**src/rtl/seg_display_mux_if.sv**
```systemverilog
// seg_display_mux_if: conversion handshake, display controls and panel pin outputs.
interface seg_display_mux_if #(
    parameter int VALUE_W = 20,
    parameter int NUM_DIGITS = 4
);
    logic [VALUE_W-1:0] value;
    logic load;
    logic busy;
    logic [2:0] window;
    logic [3:0] dp_pos;
    logic [2:0] cursor;
    logic cursor_en;
    logic blank_lz;
    logic [6:0] seg;
    logic [NUM_DIGITS-1:0] an;
    logic dp;
    modport master (
        output value, load, window, dp_pos, cursor, cursor_en, blank_lz,
        input busy, seg, an, dp
    );
    modport slave (
        input value, load, window, dp_pos, cursor, cursor_en, blank_lz,
        output busy, seg, an, dp
    );
endinterface

```
**src/rtl/seg_display_mux.sv**
```systemverilog
// seg_display_mux: sequential binary-to-BCD converter feeding a scrolling, blanking,
// blinking multiplexed 7-segment display driver.
module seg_display_mux #(
    parameter int NUM_DIGITS = 4,
    parameter int VALUE_W = 20,
    parameter int BCD_DIGITS = 6,
    parameter int REFRESH_DIV = 100000,
    parameter int BLINK_SLOTS = 256
) (
    input logic clk,
    input logic rst,
    seg_display_mux_if.slave bus
);
    localparam int BW = BCD_DIGITS * 4;
    localparam int RW = $clog2(REFRESH_DIV);
    localparam int SW = NUM_DIGITS > 1 ? $clog2(NUM_DIGITS) : 1;
    localparam int KW = BLINK_SLOTS > 1 ? $clog2(BLINK_SLOTS) : 1;
    localparam int CW = $clog2(VALUE_W + 1);
    localparam logic [63:0] MAX_VAL = 64'(10 ** BCD_DIGITS - 1);

    typedef enum logic [1:0] {IDLE, SHIFT, COMMIT} state_t;

    state_t state, state_next;
    logic start;
    logic [VALUE_W-1:0] start_value, shift_reg, pend_value;
    logic pend_valid;
    logic [BW-1:0] bcd, bcd_adj, disp_bcd;
    logic [CW-1:0] bit_cnt;
    logic ovf_next, disp_ovf;

    always_ff @(posedge clk or posedge rst)
        if (rst) state <= IDLE;
        else state <= state_next;

    // A load arriving in the COMMIT cycle is newer than anything pending, so it wins.
    always_comb begin
        start = (state == IDLE && bus.load) || (state == COMMIT && (bus.load || pend_valid));
        start_value = bus.load ? bus.value : pend_value;
        state_next = start ? SHIFT :
                     state == SHIFT && bit_cnt == CW'(VALUE_W - 1) ? COMMIT :
                     state == COMMIT ? IDLE : state;
    end

    assign bus.busy = state != IDLE;

    always_ff @(posedge clk or posedge rst)
        if (rst) begin
            pend_valid <= 1'b0;
            pend_value <= '0;
        end else if (start) begin
            pend_valid <= 1'b0;
        end else if (bus.load && state != IDLE) begin
            pend_valid <= 1'b1;
            pend_value <= bus.value;
        end

    for (genvar i = 0; i < BCD_DIGITS; i++) begin : g_adj
        assign bcd_adj[i*4 +: 4] = bcd[i*4 +: 4] >= 4'd5 ? bcd[i*4 +: 4] + 4'd3 : bcd[i*4 +: 4];
    end

    always_ff @(posedge clk or posedge rst)
        if (rst) begin
            shift_reg <= '0;
            bcd <= '0;
            bit_cnt <= '0;
            ovf_next <= 1'b0;
            disp_bcd <= '0;
            disp_ovf <= 1'b0;
        end else begin
            if (start) begin
                shift_reg <= start_value;
                bcd <= '0;
                bit_cnt <= '0;
                ovf_next <= 64'(start_value) > MAX_VAL;
            end else if (state == SHIFT) begin
                {bcd, shift_reg} <= {bcd_adj[BW-2:0], shift_reg, 1'b0};
                bit_cnt <= bit_cnt + 1'b1;
            end
            if (state == COMMIT) begin
                disp_bcd <= bcd;
                disp_ovf <= ovf_next;
            end
        end

    logic [RW-1:0] rc, rc_next;
    logic [SW-1:0] slot, slot_next;
    logic [KW-1:0] blink_cnt;
    logic blink_phase, rc_wrap, slot_wrap;

    assign rc_wrap = rc == RW'(REFRESH_DIV - 1);
    assign slot_wrap = slot == SW'(NUM_DIGITS - 1);
    assign rc_next = rc_wrap ? '0 : rc + 1'b1;
    assign slot_next = !rc_wrap ? slot : slot_wrap ? '0 : slot + 1'b1;

    always_ff @(posedge clk or posedge rst)
        if (rst) begin
            rc <= '0;
            slot <= '0;
            blink_cnt <= '0;
            blink_phase <= 1'b0;
        end else begin
            rc <= rc_next;
            slot <= slot_next;
            if (rc_wrap && slot_wrap) begin
                blink_cnt <= blink_cnt == KW'(BLINK_SLOTS - 1) ? '0 : blink_cnt + 1'b1;
                if (blink_cnt == KW'(BLINK_SLOTS - 1)) blink_phase <= ~blink_phase;
            end
        end

    function automatic logic [6:0] glyph(input logic [3:0] n);
        case (n)
            4'd0: return 7'h40;
            4'd1: return 7'h79;
            4'd2: return 7'h24;
            4'd3: return 7'h30;
            4'd4: return 7'h19;
            4'd5: return 7'h12;
            4'd6: return 7'h02;
            4'd7: return 7'h78;
            4'd8: return 7'h00;
            4'd9: return 7'h10;
            default: return 7'h7F;
        endcase
    endfunction

    logic [4:0] a;
    logic [3:0] nib;
    logic [2:0] hi;
    logic oor, lz, cur, dp_d;
    logic [6:0] seg_d;
    logic [NUM_DIGITS-1:0] an_d;

    // Decoded from the next counter values so the registered pins line up with the slot,
    // and the anodes go dark exactly in the last cycle of each slot.
    always_comb begin
        a = 5'(bus.window) + 5'(slot_next);
        nib = 4'(disp_bcd >> {a, 2'b00});
        hi = '0;
        for (int i = 1; i < BCD_DIGITS; i++) if (disp_bcd[i*4 +: 4] != 4'd0) hi = 3'(i);
        oor = a >= 5'(BCD_DIGITS);
        lz = bus.blank_lz && a > 5'(hi);
        cur = bus.cursor_en && a == 5'(bus.cursor) && blink_phase;
        seg_d = oor ? 7'h7F : disp_ovf ? 7'b0111111 : lz || cur ? 7'h7F : glyph(nib);
        dp_d = oor || disp_ovf || a != 5'(bus.dp_pos);
        an_d = rc_next == RW'(REFRESH_DIV - 1) ? '1 : ~(NUM_DIGITS'(1) << slot_next);
    end

    always_ff @(posedge clk or posedge rst)
        if (rst) begin
            bus.seg <= 7'h7F;
            bus.an <= '1;
            bus.dp <= 1'b1;
        end else begin
            bus.seg <= seg_d;
            bus.an <= an_d;
            bus.dp <= dp_d;
        end
endmodule
```
**src/flat_wrapper.sv**
```systemverilog
// flat-port wrapper written by rule: the top's interface ports become plain ports
module seg_display_mux_flat 
#(
    parameter int NUM_DIGITS = 4,
    parameter int VALUE_W = 20,
    parameter int BCD_DIGITS = 6,
    parameter int REFRESH_DIV = 100000,
    parameter int BLINK_SLOTS = 256
)
  (clk, rst, bus_value, bus_load, bus_window, bus_dp_pos, bus_cursor, bus_cursor_en, bus_blank_lz, bus_busy, bus_seg, bus_an, bus_dp);
  seg_display_mux_if #(.VALUE_W(VALUE_W), .NUM_DIGITS(NUM_DIGITS)) bus_i ();
  input logic clk;
  input logic rst;
  input wire logic [$bits(bus_i.value)-1:0] bus_value;
  input wire logic [$bits(bus_i.load)-1:0] bus_load;
  input wire logic [$bits(bus_i.window)-1:0] bus_window;
  input wire logic [$bits(bus_i.dp_pos)-1:0] bus_dp_pos;
  input wire logic [$bits(bus_i.cursor)-1:0] bus_cursor;
  input wire logic [$bits(bus_i.cursor_en)-1:0] bus_cursor_en;
  input wire logic [$bits(bus_i.blank_lz)-1:0] bus_blank_lz;
  output wire logic [$bits(bus_i.busy)-1:0] bus_busy;
  output wire logic [$bits(bus_i.seg)-1:0] bus_seg;
  output wire logic [$bits(bus_i.an)-1:0] bus_an;
  output wire logic [$bits(bus_i.dp)-1:0] bus_dp;
  assign bus_i.value = bus_value;
  assign bus_i.load = bus_load;
  assign bus_i.window = bus_window;
  assign bus_i.dp_pos = bus_dp_pos;
  assign bus_i.cursor = bus_cursor;
  assign bus_i.cursor_en = bus_cursor_en;
  assign bus_i.blank_lz = bus_blank_lz;
  assign bus_busy = bus_i.busy;
  assign bus_seg = bus_i.seg;
  assign bus_an = bus_i.an;
  assign bus_dp = bus_i.dp;
  seg_display_mux #(.NUM_DIGITS(NUM_DIGITS), .VALUE_W(VALUE_W), .BCD_DIGITS(BCD_DIGITS), .REFRESH_DIV(REFRESH_DIV), .BLINK_SLOTS(BLINK_SLOTS)) u_core (.clk(clk), .rst(rst), .bus(bus_i));
endmodule
```
**config.mk**
```make
export PLATFORM = sky130hd
export DESIGN_NAME = seg_display_mux_flat
export DESIGN_NICKNAME = d
export VERILOG_FILES = /design/src/rtl/seg_display_mux_if.sv /design/src/rtl/seg_display_mux.sv /design/src/flat_wrapper.sv
export SDC_FILE = /design/constraint.sdc
export NUM_CORES = 1
export LEC_CHECK = 0
export ABC_AREA = 1
export CAP_MARGIN = 10
export CORE_MARGIN = 4
export CORE_UTILIZATION = 25
export CTS_BUF_LIST = sky130_fd_sc_hd__clkbuf_8
export CTS_CLUSTER_DIAMETER = 80
export CTS_CLUSTER_SIZE = 30
export DETAILED_ROUTE_END_ITERATION = 8
export DONT_BUFFER_PORTS = 1
export PLACE_DENSITY = 0.38
export SLEW_MARGIN = 10
export SYNTH_ARGS = -nofsm -noshare
export SYNTH_HDL_FRONTEND = slang
export SYNTH_SLANG_ARGS = --single-unit
```
**constraint.sdc**
```tcl
create_clock -name clk -period 6.2 [get_ports clk]
set_clock_uncertainty 0.1 [all_clocks]
set_input_delay 1.24 -clock clk [delete_from_list [all_inputs] [get_ports clk]]
set_output_delay 1.24 -clock clk [all_outputs]
set_load 0.05 [all_outputs]
```
==> results_dict.tcl, run 1 <==
set metrics [dict create \
    cts_hold_repair.buffers 0 \
    final_cell_mix "nand2_1 (242), dfrtp_1 (126), inv_1 (113)" \
    synth_edf_count 0 \
    synth_cell_type_count 48 \
    grt_max_degree 91 \
    syn_area_sq_mm 0.00730 \
    core-area_sq_mm 0.0288 \
    area_growth_pct 10.8 \
    rows 62 \
    dpl.cell_count 1268 \
    slew_viol_final 0 \
    clock.fmax_ghz 0.238 \
    rsz0062_at_grt "false" \
    clk-insertion-delay-late_ps 450 \
    wire_per_inst_um 13.8 \
    ys_seq_area_share_pct 47.5 \
    grt_overflow 0 \
    powerDensity_mw_per_mm2 332 \
    seq_power_share_pct 48.3 \
    cp.arrival_ps 4480 \
    startpoint_type "flop" \
    start_util_pct 25.4 \
    finalHoldViolCount 0 \
    cts_buffers 17 \
    fin_setup_tns_ps 0 \
    worst_slew_pin_slew_ps 1060 \
    outcome "completed" \
    track_usage_pct 11.8 \
    clockPowerShare_pct 30.8 \
    critical_path_required_ps 6480 \
    synth_nets 971 \
    cts_resized 0 \
    synth_cells 909 \
    p_sw_w 0.000918 \
    antenna_found_initial 0 \
    clock_sinks 138 \
    synthTopCellsByArea "dfrtp_1 (43%), nand2_1 (12%), o21ai_0 (7.3%), inv_1 (5.9%), ha_1 (4.5%)" \
    finalWirelength_mm 17.9 \
    async_reset_ff_share_pct 100 \
    synth_flop_cell "dfrtp_1" \
    htreeDepth 4 \
    first_iter_violations 346 \
    syn_area_per_cell_sq_um 8.03 \
    ant_nets 0 \
    num-fill-cells 3118 \
    comb_power_share_pct 20.8 \
    cp_max_fo 13 \
    hpwl_mm 12.3 \
    nets 965 \
    swShare_pct 34.2 \
    synth_seq_cells 138 \
    finalSetupViolations 0 \
    grt_pass1_wl_mm 30.0 \
    synth_top_area_share_pct 43.2 \
    clk_pin_slew_worst_paths_ps 80 \
    place.port_buffers 0 \
    die_w_um 179 \
    clock_path_buffers 2 \
    routed_via_density 4.48 \
    drive_gt1_share_pct 8.86 \
    rrSetupSlack_ps 2000 \
    slew_headroom_pct 29.1 \
    ctsRootBufferMaster "clkbuf_8" \
    yosysWarningCount 0 \
    fin_crit_ps 4200 \
    drc 0 \
    pin_count 48 \
    critPathKind "flop to flop" \
    leakagePower_nw 3.81 \
    yosys.area.top_type "dfrtp_1" \
    cts_tree "built" \
    final_common_cell "nand2_1" \
    design_area_sq_mm 0.00809 \
    die_y_um 179 \
    grt_pass1_vias 5781 \
    finalCritPeriodShare_pct 67.7 \
    cap_violations 0 \
    p_int_w 0.00177 \
    hp-class "flop to flop" \
    dr.pass1.iters 5 \
    vias 5814 \
    post_cts_buffers 0 \
    dieArea_sq_mm 0.0320 \
    ir_worst_vdd_uv 129 \
    p_total_w 0.00269 \
    final_cells 1298 \
    routabilityCongestion 0.815 \
    end_kind "flop" \
    postPlaceCellArea_sq_mm 0.00766 \
    num_antenna_cells 0 \
    top_regs "u_core.bcd x24, u_core.disp_bcd x24" \
]
-- cells by family (layout without fill, tap and decap cells) --
| kind of cell | Yosys count | in the layout | share of synthesized area, % |
|---|---|---|---|
| DFF | 138 | 138 | 47.5 |
| muxes | 1 | 1 | 0.154 |
| xor gates and xnor gates | 14 | 14 | 1.68 |
| AOI/OAI and AO/OA | 174 | 174 | 13.5 |
| and+or+nand+nor | 408 | 408 | 24.4 |
| adders and majority gates | 27 | 27 | 4.73 |
| buffers and inverters | 147 | 152 | 8.07 |
-- synthesized netlist by cell type (all sizes together) (5+ instances only) --
cell type,count
a21oi,15
a22oi,14
buf,19
clkbuf,7
dfrtp,126
dfstp,12
ha,26
inv,119
nand2,248
nand3,52
nand4,20
nor2,62
nor3,7
o211ai,5
o21ai,113
o22ai,17
or2,10
xor2,11
-- path summary, 6_finish.rpt --
kind                                       from                    to  depth (start not counted)
setup / recovery                   u_core.rc[0]     u_core.bus.seg[3]                         23
hold / removal             u_core.pend_value[6]  u_core.pend_value[6]                          2
setup reg to reg                   u_core.rc[0]     u_core.bus.seg[3]                         23
hold reg to reg            u_core.pend_value[6]  u_core.pend_value[6]                          2
max in group asynchronous                   rst          u_core.rc[0]                          2
min in group asynchronous                   rst  u_core.pend_value[1]                          1
-- metrics by stage --
stage | hold WS, ps | worst slack (ps) | utilization, %
finish | 386 | 2000 | 28.1
global route | 410 | 1460 | 28.1
CTS | 387 | 1940 | 28.1
detailed placement | 365 | 1970 | 26.6
global placement | 364 | 2110 | 26.6
floorplan | 348 | 1180 | -
-- layer usage --
layer,vias up,global-route usage [%],part of all wire [%]
met1,2722,17.0,52
met2,115,17.4,42
met3,18,2.85,4.8
met4,0,3.58,1.3
li1,2959,-,-
met5,-,0,0
-- layout make-up --
class,count,area [sq um],area share (%)
Clock buffer,19,262,3.23
Clock inverter,11,170,2.10
Inverter,121,460,5.69
Multi-Input combinational cell,624,3240,40.1
Sequential cell,138,3470,42.9
Tap cell,384,480,5.94
Timing Repair Buffer,1,7.51,0.0928
-- critical path, stage by stage (launching register included) --
cell	delay [ps]
dfrtp_1	390
ha_1	200
nand2_2	100
inv_1	120
nand2_2	80
nor2_2	150
nand2_4	110
inv_1	140
or2_1	130
o21ai_2	80
inv_1	90
ha_1	160
inv_1	50
fa_1	760
inv_1	200
nand3_1	120
nand2_1	60
nand2_1	60
nand3_1	180
inv_1	160
ha_1	240
or2_2	310
nand2_1	70
nand2_1	50
-- power groups by stage --
stage | combinational [W] | clock (W) | sequential [W]
2_1_floorplan | 0.000453 | 0 | 0.00127
3_3_place_gp | 0.000567 | 0 | 0.00132
3_5_place_dp | 0.000569 | 0 | 0.00132
4_1_cts | 0.000571 | 0.000867 | 0.00130
5_1_grt | 0.000670 | 0.000906 | 0.00133
6_report | 0.000559 | 0.000828 | 0.00130
(Power assumes the default switching activity.)
==> run 2, diff against run 1 <==
- clock period: 6.2 -> 4 ns (I/O delays scaled with it)
==> results_dict.tcl, run 2 (synthesis gave the netlist of run 1 again) <==
set metrics [dict create \
    outcome "completed" \
    fin_crit_ps 3700 \
    top_regs "u_core.bcd x24, u_core.disp_bcd x24" \
    dieArea_sq_mm 0.0320 \
    drive_gt1_share_pct 11.3 \
    fin_setup_tns_ps 0 \
    critPathKind "flop to flop" \
    cp_max_fo 7 \
    dr.pass1.iters 5 \
    rr_worst_depth 23 \
    clock_sinks 138 \
    utilization_pct 28.6 \
    num_antenna_cells 0 \
    startpoint_type "flop" \
    critPathMaxStageDelay_ps 660 \
    routabilityCongestion 0.814 \
    rsz0062_at_grt "false" \
    leakagePower_nw 3.88 \
    hpwl_mm 12.7 \
    finalCritPeriodShare_pct 92.5 \
    wire_per_inst_um 13.5 \
    clock.fmax_ghz 0.270 \
    cap_violations 0 \
    ir_worst_vdd_uv 226 \
    postPlaceCellArea_sq_mm 0.00778 \
    cp_slowest_cell "fa_2" \
    critical_path_required_ps 4280 \
    final_cell_mix "nand2_1 (242), dfrtp_1 (126), inv_1 (111)" \
    clock_path_buffers 2 \
    grt_max_degree 54 \
    grt_overflow 0 \
    finalSetupViolations 0 \
    ant_nets 0 \
    cts_hold_repair.buffers 0 \
    worst_slew_pin_slew_ps 1050 \
    ctsRootBufferMaster "clkbuf_8" \
    nets 981 \
    die_y_um 179 \
    grt_pass1_vias 5723 \
    vias 5827 \
    cts_buffers 17 \
    final_cells 1316 \
    rrSetupSlack_ps 300 \
    hp-class "input port to asynchronous set/reset pin" \
    start_util_pct 25.4 \
    end_kind "flop" \
    finalHoldViolCount 0 \
    path_common_cell "nand2_1" \
    track_usage_pct 11.5 \
    antenna_found_initial 0 \
    rr_startpoint "u_core.rc[0]" \
    slew_headroom_pct 29.5 \
    area_growth_pct 12.9 \
    die_w_um 179 \
    core-area_sq_mm 0.0288 \
    design_area_sq_mm 0.00824 \
    slew_viol_final 0 \
    drc 0 \
    finalWirelength_mm 17.8 \
    cts_tree "built" \
    path_buf_inv 6 \
    rows 62 \
    final_common_cell "nand2_1" \
    holdWs_ps 141 \
    htreeDepth 4 \
    clk_pin_slew_worst_paths_ps 90 \
    pin_count 48 \
    path_delay_family "adder cells" \
    dpl.cell_count 1283 \
    first_iter_violations 294 \
    place.port_buffers 0 \
    critical_path.cell_chain "ha_2 > nand2_2 > inv_2 > nand2_2 > nor2_4 > nand2_4 > inv_1 > or2_1 > o21ai_2 > inv_1 > ha_1 > inv_1 > fa_2 > buf_6 > nand3_1 > nand2_1 > nand2_1 > nand3_4 > inv_2 > ha_1 > or2_2 > nand2_1 > nand2_1" \
    clk-insertion-delay-late_ps 440 \
    r2r-end "u_core.bus.seg[3]" \
    powerDensity_mw_per_mm2 500 \
    grt_pass1_wl_mm 29.8 \
    routed_via_density 4.43 \
    cp.arrival_ps 3980 \
]
[run 2: cell type report]
| class | count | area, sq um |
|---|---|---|
| Clock buffer | 17 | 234 |
| Clock inverter | 15 | 188 |
| Fill cell | 3132 | 20500 |
| Inverter | 121 | 459 |
| Multi-Input combinational cell | 624 | 3270 |
| Sequential cell | 138 | 3470 |
| Tap cell | 384 | 480 |
| Timing Repair Buffer | 17 | 144 |
[run 2: repair_timing]
action / 4_1_cts / 5_1_grt
gates resized for setup: 0 / 10
endpoints found under the setup margin: 0 / 7
buffers inserted: 0 / 1
endpoints found under the hold margin: 0 / 0
[run 2: report_power, final]
part	switching (W)	leakage, nW	internal, W
registers	0.000301	1.74	0.00170
clock network	0.000609	0.203	0.000629
logic	0.000537	1.94	0.000340
[run 2: worst max path at each step]
stage	start	end	slack, ps	cells after the start
after floorplan	u_core.rc[0]	u_core.bus.seg[3]	430	22
after global placement	u_core.rc[0]	u_core.bus.seg[3]	160	23
after detailed placement	u_core.rc[0]	u_core.bus.seg[3]	60	23
after CTS	u_core.rc[0]	u_core.bus.seg[3]	60	23
after global routing	u_core.rc[0]	u_core.bus.seg[3]	6	23
final	u_core.rc[0]	u_core.bus.seg[3]	300	23
[run 2: per-stage QoR]
step	power (W)	setup WS, ps
after floorplan	0.00267	432
after global placement	0.00293	163
after detailed placement	0.00292	59.6
after CTS	0.00419	56.8
after global routing	0.00443	5.55
final	0.00412	298
[run 2: worst register-to-register path: stages (launching register included)]
cell and delay [ps]:
dfrtp_1 400, ha_2 200, nand2_2 90, inv_2 80, nand2_2 80, nor2_4 130
nand2_4 90, inv_1 90, or2_1 110, o21ai_2 80, inv_1 80, ha_1 150
inv_1 60, fa_2 660, buf_6 130, nand3_1 70, nand2_1 90, nand2_1 100
nand3_4 100, inv_2 60, ha_1 280, or2_2 300, nand2_1 70, nand2_1 50
[run 2: routing by layer]
metal | wire [um] | track usage [%] | part of all wire, % | vias up
met1 | 9450 | 17.0 | 53 | 2719
li1 | - | - | - | 2999
met3 | 702 | 2.72 | 3.9 | 9
met2 | 7480 | 16.8 | 42 | 100
met4 | 148 | 3.07 | 0.83 | 0
met5 | 0 | 0 | 0 | -
